==> config.mk <==
export PLATFORM = sky130hd
export DESIGN_NAME = id_stage
export DESIGN_NICKNAME = d
export VERILOG_FILES = /design/src/rtl/pipeline_pkg.sv /design/src/rtl/regfile.sv /design/src/rtl/id_stage.sv
export SDC_FILE = /design/constraint.sdc
export NUM_CORES = 2
export LEC_CHECK = 0
export CORE_MARGIN = 4
export CORE_UTILIZATION = 25
export CTS_CLUSTER_SIZE = 16
export DETAILED_ROUTE_END_ITERATION = 8
export PLACE_DENSITY = 0.43
export SLEW_MARGIN = 20
export SYNTH_ARGS = -nofsm -noshare
export SYNTH_HDL_FRONTEND = slang
export SYNTH_SLANG_ARGS = --single-unit
==> constraint.sdc <==
create_clock -name clk -period 2.75 [get_ports clk]
set_clock_uncertainty 0.1 [all_clocks]
set_input_delay 0.275 -clock clk [delete_from_list [all_inputs] [get_ports clk]]
set_output_delay 0.275 -clock clk [all_outputs]
set_load 0.05 [all_outputs]
==> src/rtl/pipeline_pkg.sv <==
// pipeline_pkg
// Definitions shared by the IF, ID, EX and control stages of the 5-stage
// pipeline: opcode constants, the link register index, the bubble (NOP)
// encoding and small opcode-classification helpers.
// No ports.

package pipeline_pkg;

    localparam logic [5:0] OP_RTYPE = 6'h00;
    localparam logic [5:0] OP_J     = 6'h02;
    localparam logic [5:0] OP_JAL   = 6'h03;
    localparam logic [5:0] OP_BEQ   = 6'h04;
    localparam logic [5:0] OP_BNE   = 6'h05;
    localparam logic [5:0] OP_ADDI  = 6'h08;
    localparam logic [5:0] OP_ADDIU = 6'h09;
    localparam logic [5:0] OP_SLTI  = 6'h0A;
    localparam logic [5:0] OP_ANDI  = 6'h0C;
    localparam logic [5:0] OP_ORI   = 6'h0D;
    localparam logic [5:0] OP_XORI  = 6'h0E;
    localparam logic [5:0] OP_LUI   = 6'h0F;
    localparam logic [5:0] OP_LW    = 6'h23;
    localparam logic [5:0] OP_SW    = 6'h2B;

    localparam logic [4:0] REG_ZERO = 5'd0;
    localparam logic [4:0] REG_RA   = 5'd31;

    // A bubble is an R-type whose destination is r0 with all data zero,
    // which every downstream stage treats as a NOP.
    localparam logic [5:0] BUBBLE_OPCODE = OP_RTYPE;
    localparam logic [4:0] BUBBLE_RD     = REG_ZERO;

    typedef enum logic [1:0] {
        IMM_SIGN,
        IMM_ZERO,
        IMM_UPPER
    } imm_kind_e;

    typedef enum logic [1:0] {
        DST_NONE,
        DST_RD,
        DST_RT,
        DST_RA
    } dst_sel_e;

    function automatic imm_kind_e imm_kind(input logic [5:0] op);
        case (op)
            OP_ANDI, OP_ORI, OP_XORI: imm_kind = IMM_ZERO;
            OP_LUI:                   imm_kind = IMM_UPPER;
            default:                  imm_kind = IMM_SIGN;
        endcase
    endfunction

    function automatic dst_sel_e dst_sel(input logic [5:0] op);
        case (op)
            OP_RTYPE:                         dst_sel = DST_RD;
            OP_ADDI, OP_ADDIU, OP_SLTI,
            OP_ANDI, OP_ORI, OP_XORI,
            OP_LUI, OP_LW:                    dst_sel = DST_RT;
            OP_JAL:                           dst_sel = DST_RA;
            default:                          dst_sel = DST_NONE;
        endcase
    endfunction

    // Only these opcodes consume rt as an operand; for the rest rt is a
    // destination or unused and must not trigger a load-use stall.
    function automatic logic rt_is_source(input logic [5:0] op);
        case (op)
            OP_RTYPE, OP_SW, OP_BEQ, OP_BNE: rt_is_source = 1'b1;
            default:                         rt_is_source = 1'b0;
        endcase
    endfunction

endpackage

==> src/rtl/regfile.sv <==
// regfile
// 32-entry register file with two combinational read ports, one write
// port committed on the rising clk edge, write-before-read bypass and r0
// hardwired to zero. Synchronous active-high reset clears every entry.
// Ports:
//   clk, reset            clock and synchronous reset
//   we, waddr, wdata      write port (writes to r0 are dropped)
//   raddr_a, rdata_a      read port A
//   raddr_b, rdata_b      read port B

module regfile #(
    parameter int DATA_WIDTH = 32
) (
    input  logic                  clk,
    input  logic                  reset,
    input  logic                  we,
    input  logic [4:0]            waddr,
    input  logic [DATA_WIDTH-1:0] wdata,
    input  logic [4:0]            raddr_a,
    output logic [DATA_WIDTH-1:0] rdata_a,
    input  logic [4:0]            raddr_b,
    output logic [DATA_WIDTH-1:0] rdata_b
);

    logic [DATA_WIDTH-1:0] regs [32];
    logic                  wr_active;

    assign wr_active = we && (waddr != 5'd0);

    always_ff @(posedge clk) begin
        if (reset) begin
            for (int i = 0; i < 32; i++) begin
                regs[i] <= '0;
            end
        end else if (wr_active) begin
            regs[waddr] <= wdata;
        end
    end

    // The write lands at the end of the cycle, so a same-cycle read of the
    // written index is served from wdata directly.
    always_comb begin
        rdata_a = regs[raddr_a];
        if (raddr_a == 5'd0) begin
            rdata_a = '0;
        end else if (wr_active && (waddr == raddr_a)) begin
            rdata_a = wdata;
        end
    end

    always_comb begin
        rdata_b = regs[raddr_b];
        if (raddr_b == 5'd0) begin
            rdata_b = '0;
        end else if (wr_active && (waddr == raddr_b)) begin
            rdata_b = wdata;
        end
    end

endmodule

==> src/rtl/id_stage.sv <==
// id_stage
// Instruction-decode stage: splits the IF/ID instruction into fields,
// reads operands from the register file (with write-back bypass), forms
// the immediate and destination index, detects load-use hazards and
// replaces the instruction with a bubble on reset, flush or stall.
// All outputs feed the ID/EX register directly and are combinational.
// Ports:
//   clk, reset                      clock and synchronous active-high reset
//   instr_in                        instruction from IF/ID
//   wb_we, wb_rd, wb_data           register write-back port
//   ex_mem_read, ex_rd              load-in-EX information for hazards
//   flush                           squash the instruction in ID
//   opcode_out .. imm_out           ID/EX register inputs
//   stall                           hold PC and IF/ID this cycle
//   stall_count                     stall cycles since reset (wrapping)

module id_stage
    import pipeline_pkg::*;
#(
    parameter int DATA_WIDTH = 32,
    parameter int CNT_WIDTH  = 32
) (
    input  logic                  clk,
    input  logic                  reset,
    input  logic [31:0]           instr_in,
    input  logic                  wb_we,
    input  logic [4:0]            wb_rd,
    input  logic [DATA_WIDTH-1:0] wb_data,
    input  logic                  ex_mem_read,
    input  logic [4:0]            ex_rd,
    input  logic                  flush,
    output logic [5:0]            opcode_out,
    output logic [DATA_WIDTH-1:0] rs_data_out,
    output logic [DATA_WIDTH-1:0] rt_data_out,
    output logic [4:0]            rd_out,
    output logic [DATA_WIDTH-1:0] imm_out,
    output logic                  stall,
    output logic [CNT_WIDTH-1:0]  stall_count
);

    logic [5:0]            opcode;
    logic [4:0]            rs;
    logic [4:0]            rt;
    logic [4:0]            rd_field;
    logic [15:0]           imm16;
    logic [DATA_WIDTH-1:0] rs_data;
    logic [DATA_WIDTH-1:0] rt_data;
    logic [DATA_WIDTH-1:0] imm_dec;
    logic [4:0]            rd_dec;
    logic                  hazard;
    logic                  bubble;

    assign opcode   = instr_in[31:26];
    assign rs       = instr_in[25:21];
    assign rt       = instr_in[20:16];
    assign rd_field = instr_in[15:11];
    assign imm16    = instr_in[15:0];

    regfile #(
        .DATA_WIDTH (DATA_WIDTH)
    ) u_regfile (
        .clk     (clk),
        .reset   (reset),
        .we      (wb_we),
        .waddr   (wb_rd),
        .wdata   (wb_data),
        .raddr_a (rs),
        .rdata_a (rs_data),
        .raddr_b (rt),
        .rdata_b (rt_data)
    );

    always_comb begin
        imm_dec = DATA_WIDTH'(signed'(imm16));
        case (imm_kind(opcode))
            IMM_ZERO:  imm_dec = DATA_WIDTH'(imm16);
            IMM_UPPER: imm_dec = DATA_WIDTH'({imm16, 16'h0000});
            default:   imm_dec = DATA_WIDTH'(signed'(imm16));
        endcase
    end

    always_comb begin
        rd_dec = REG_ZERO;
        case (dst_sel(opcode))
            DST_RD:  rd_dec = rd_field;
            DST_RT:  rd_dec = rt;
            DST_RA:  rd_dec = REG_RA;
            default: rd_dec = REG_ZERO;
        endcase
    end

    // rs is always treated as a source, even for J/JAL/LUI where the field
    // is unused; a rare spurious stall is cheaper than a per-opcode check.
    assign hazard = ex_mem_read && (ex_rd != 5'd0) &&
                    ((ex_rd == rs) || (rt_is_source(opcode) && (ex_rd == rt)));

    assign bubble = reset || flush || hazard;
    assign stall  = !reset && !flush && hazard;

    always_comb begin
        opcode_out  = opcode;
        rs_data_out = rs_data;
        rt_data_out = rt_data;
        rd_out      = rd_dec;
        imm_out     = imm_dec;
        if (bubble) begin
            opcode_out  = BUBBLE_OPCODE;
            rs_data_out = '0;
            rt_data_out = '0;
            rd_out      = BUBBLE_RD;
            imm_out     = '0;
        end
    end

    always_ff @(posedge clk) begin
        if (reset) begin
            stall_count <= '0;
        end else if (stall) begin
            stall_count <= stall_count + 1'b1;
        end
    end

endmodule

==> results.yml <==
floorplanning:
  die_h_um: 487
  initial_core_util_pct: 25.2
  die_x_um: 487
  ios: 219
  die_area_mm2: 0.237
  coreArea_mm2: 0.228
  rows: 175
synthesis:
  yosys_most_used_dff: "edfxtp_1"
  ys_top_cells_by_area: "edfxtp_1, mux4_2, and2_1"
  netlist_instances: 4091
  synth_area_leader_cell: "edfxtp_1"
  ys_ff_latch: 1056
  ys_seq_area_share_pct: 54.8
  synth_edf_count: 1024
  syn_area_per_cell_um2: 14.0
  synth.distinct_cells: 68
  async_flop_share_pct: 0
  yosysWarnings: 0
  synth_area_mm2: 0.0573
  synth.top_cell.area_share_pct: 53.7
hold_path:
  hold_depth: 7
  hp-class: "input pin to register"
  worstHoldStart: "instr_in[29]"
timing:
  fmax_ghz: 0.284
  timing.final.crit_share_pct: 128
  worst_pin_slew_ps: 796
  layout_setup_ws_ps: -770
  setup_viol: 98
  post-route-min-period_ps: 3520
  rsz0062_at_grt: "true"
  slew_violations: 0
  hold_viol_final: 0
  relSlewSlack_pct: 47.0
cts:
  clockBufferDepth: 3
  cts_tree: "built"
  cts_buffers: 130
  clkLatencyLatePin_ps: 810
  cts_sinks: 1056
  h-tree-depth: 4
  clk_pin_slew_ps: 60
  root_buffer: "clkbuf_16"
placement:
  dpl-instance-area_mm2: 0.0695
  place_hpwl_um: 177000
  place.gp.congestion: 0.878
  portBuffers: 218
grt:
  overflow: 0
  grt_antenna_before_repair: 23
  grt_usage_pct: 21.0
  grt_max_degree: 37
  grt_pass1_vias: 40700
  grt_pass1_wl_um: 345000
drt:
  ant_nets: 0
  drt-total-wl_um: 253000
  first_pass_iters: 7
  drt_iter0_markers: 4570
  vias_per_cell: 5.10
  vias: 40100
  post-route-drc-count: 0
  wl_per_cell_um: 32.1
critical_path:
  path_cells: "mux4_2 > a22o_1 > a221o_1 > nor3_2 > o21ai_1 > buf_4 > and3_4 > buf_12"
  r2r_start: "stall_count[17]$_SDFFE_PP0P_"
  critical_path_arrival_ps: 3150
  cp.required_ps: 2380
  critPathMaxFanout: 2
  critPathMaxStageDelay_ps: 580
  cp_num_buf_inv: 2
  ff2ff_path_depth: 6
  path_class: "register to output pin"
  endpoint_kind: "output pin"
  worstSetupStartpoint: "u_regfile.regs[7][2]$_SDFFCE_PN0P_"
  cp_top_family: "compound AO/OA/AOI/OAI gates"
  cp_num_cells: 8
  critPathLaunchType: "register"
  slowest_stage: "mux4_2"
power:
  p_leak_nw: 26.8
  power.density_mw_per_mm2: 570
  ir_drop_uv: 678
cells_and_area:
  fin_area_mm2: 0.0753
  final_cell_mix: "edfxtp_1, and2_1, buf_4"
  final_util_pct: 33.1
  layout.nets: 4837
  final_common_cell: "edfxtp_1"
  drive_gt1_share_pct: 35.6
  syn2layout_area_growth_pct: 31.4
status:
  violations: "negative setup slack"
  status: "complete, but fails checks"
job:
  drv_cap: 0
## state kept, by name, summed over array words and instances, names as in the netlist
register        flops
stall_count        32
u_regfile.regs   1024
## path summary, 6_finish.rpt
check	endpoint	slack (ps)
setup / recovery	rs_data_out[2]	-770
hold / removal	stall_count[9]$_SDFFE_PP0P_	260
setup reg to reg	stall_count[28]$_SDFFE_PP0P_	400
hold reg to reg	stall_count[6]$_SDFFE_PP0P_	410
## cells by family (layout without fill, tap and decap cells)
family / count (synthesis) / after routing / synth area share (%)
AND/OR/NAND/NOR: 1530 / 1531 / 15.8
flip-flops: 1056 / 1056 / 54.8
multiplexers: 616 / 616 / 20.4
buffers and inverters: 439 / 1170 / 3.21
AO/OA/AOI/OAI: 407 / 407 / 5.17
XOR/XNOR: 39 / 39 / 0.596
adder cells (fa/ha/maj): 3 / 3 / 0.0655
other: 1 / 39 / 0.00654
## layer usage
layer / wire length, µm / GRT usage, % / part of all wire [%] / vias to the layer above
li1: - / - / - / 16900
met1: 105000 / 27.6 / 41 / 21200
met2: 120000 / 34.5 / 48 / 1705
met3: 18700 / 4.18 / 7.4 / 363
met4: 9180 / 7.07 / 3.6 / 2
met5: 12 / 0 / 0.0047 / -
## tightest hold or removal path: stages
cell,delay (ps)
dlymetal6s2s_1,110
or4_4,170
a2111oi_4,80
buf_6,140
o211ai_1,190
xor2_1,80
nor2_1,70
## synthesized netlist by cell type (18+ instances only)
| cell type | count |
|---|---|
| nor2_1 | 94 |
| or2_2 | 35 |
| a221oi_1 | 66 |
| a221o_1 | 31 |
| a22o_1 | 53 |
| nand2_1 | 130 |
| nand2b_1 | 36 |
| and2_1 | 1019 |
| xor2_1 | 22 |
| edfxtp_1 | 1024 |
| buf_2 | 84 |
| o211ai_1 | 28 |
| and3_1 | 39 |
| mux2i_1 | 175 |
| a22oi_1 | 19 |
| clkbuf_1 | 313 |
| dfxtp_1 | 32 |
| a21oi_1 | 63 |
| o2111ai_1 | 18 |
| o21ai_0 | 96 |
| and4_1 | 27 |
| mux4_2 | 440 |
| nor3_1 | 70 |
## where the power goes
group	internal, W	total, W	switching (W)
Sequential	0.0185	0.0189	0.000437
Clock	0.00964	0.0170	0.00736
Combinational	0.00305	0.00699	0.00395
Total	0.0312	0.0429	0.0117
## final cells by class
cell class | instances | area, µm²
diodes | 7 | 17.5
clock buffers | 166 | 3460
clock inverters | 65 | 658
fillers | 22200 | 152000
inverters | 9 | 33.8
multi-input cells | 2628 | 25600
flip-flops and latches | 1056 | 31400
well taps | 3009 | 3760
repair buffers | 930 | 10400
## stage by stage
step / instances / hold WS, ps / setup TNS, ps / setup WS, ps / power [W]
after floorplan: 4122 / 373 / -4930 / -163 / 0.0222
after global placement: 7605 / 382 / -64060 / -1000 / 0.0259
after detailed placement: 7605 / 400 / -66850 / -984 / 0.0259
after CTS: 7858 / 255 / -40150 / -909 / 0.0432
after global routing: 7864 / 270 / -40790 / -844 / 0.0442
final: 7870 / 259 / -33290 / -770 / 0.0429
## what timing repair did
item,4_1_cts,5_1_grt
pin swaps,128,49
gates cloned,3,0
gates resized for setup,301,62
setup buffers,23,8
hold buffers,1,0
setup endpoints to repair,108,106
endpoints found under the hold margin,10,0
Note: power is estimated with default switching activity, not from simulation.
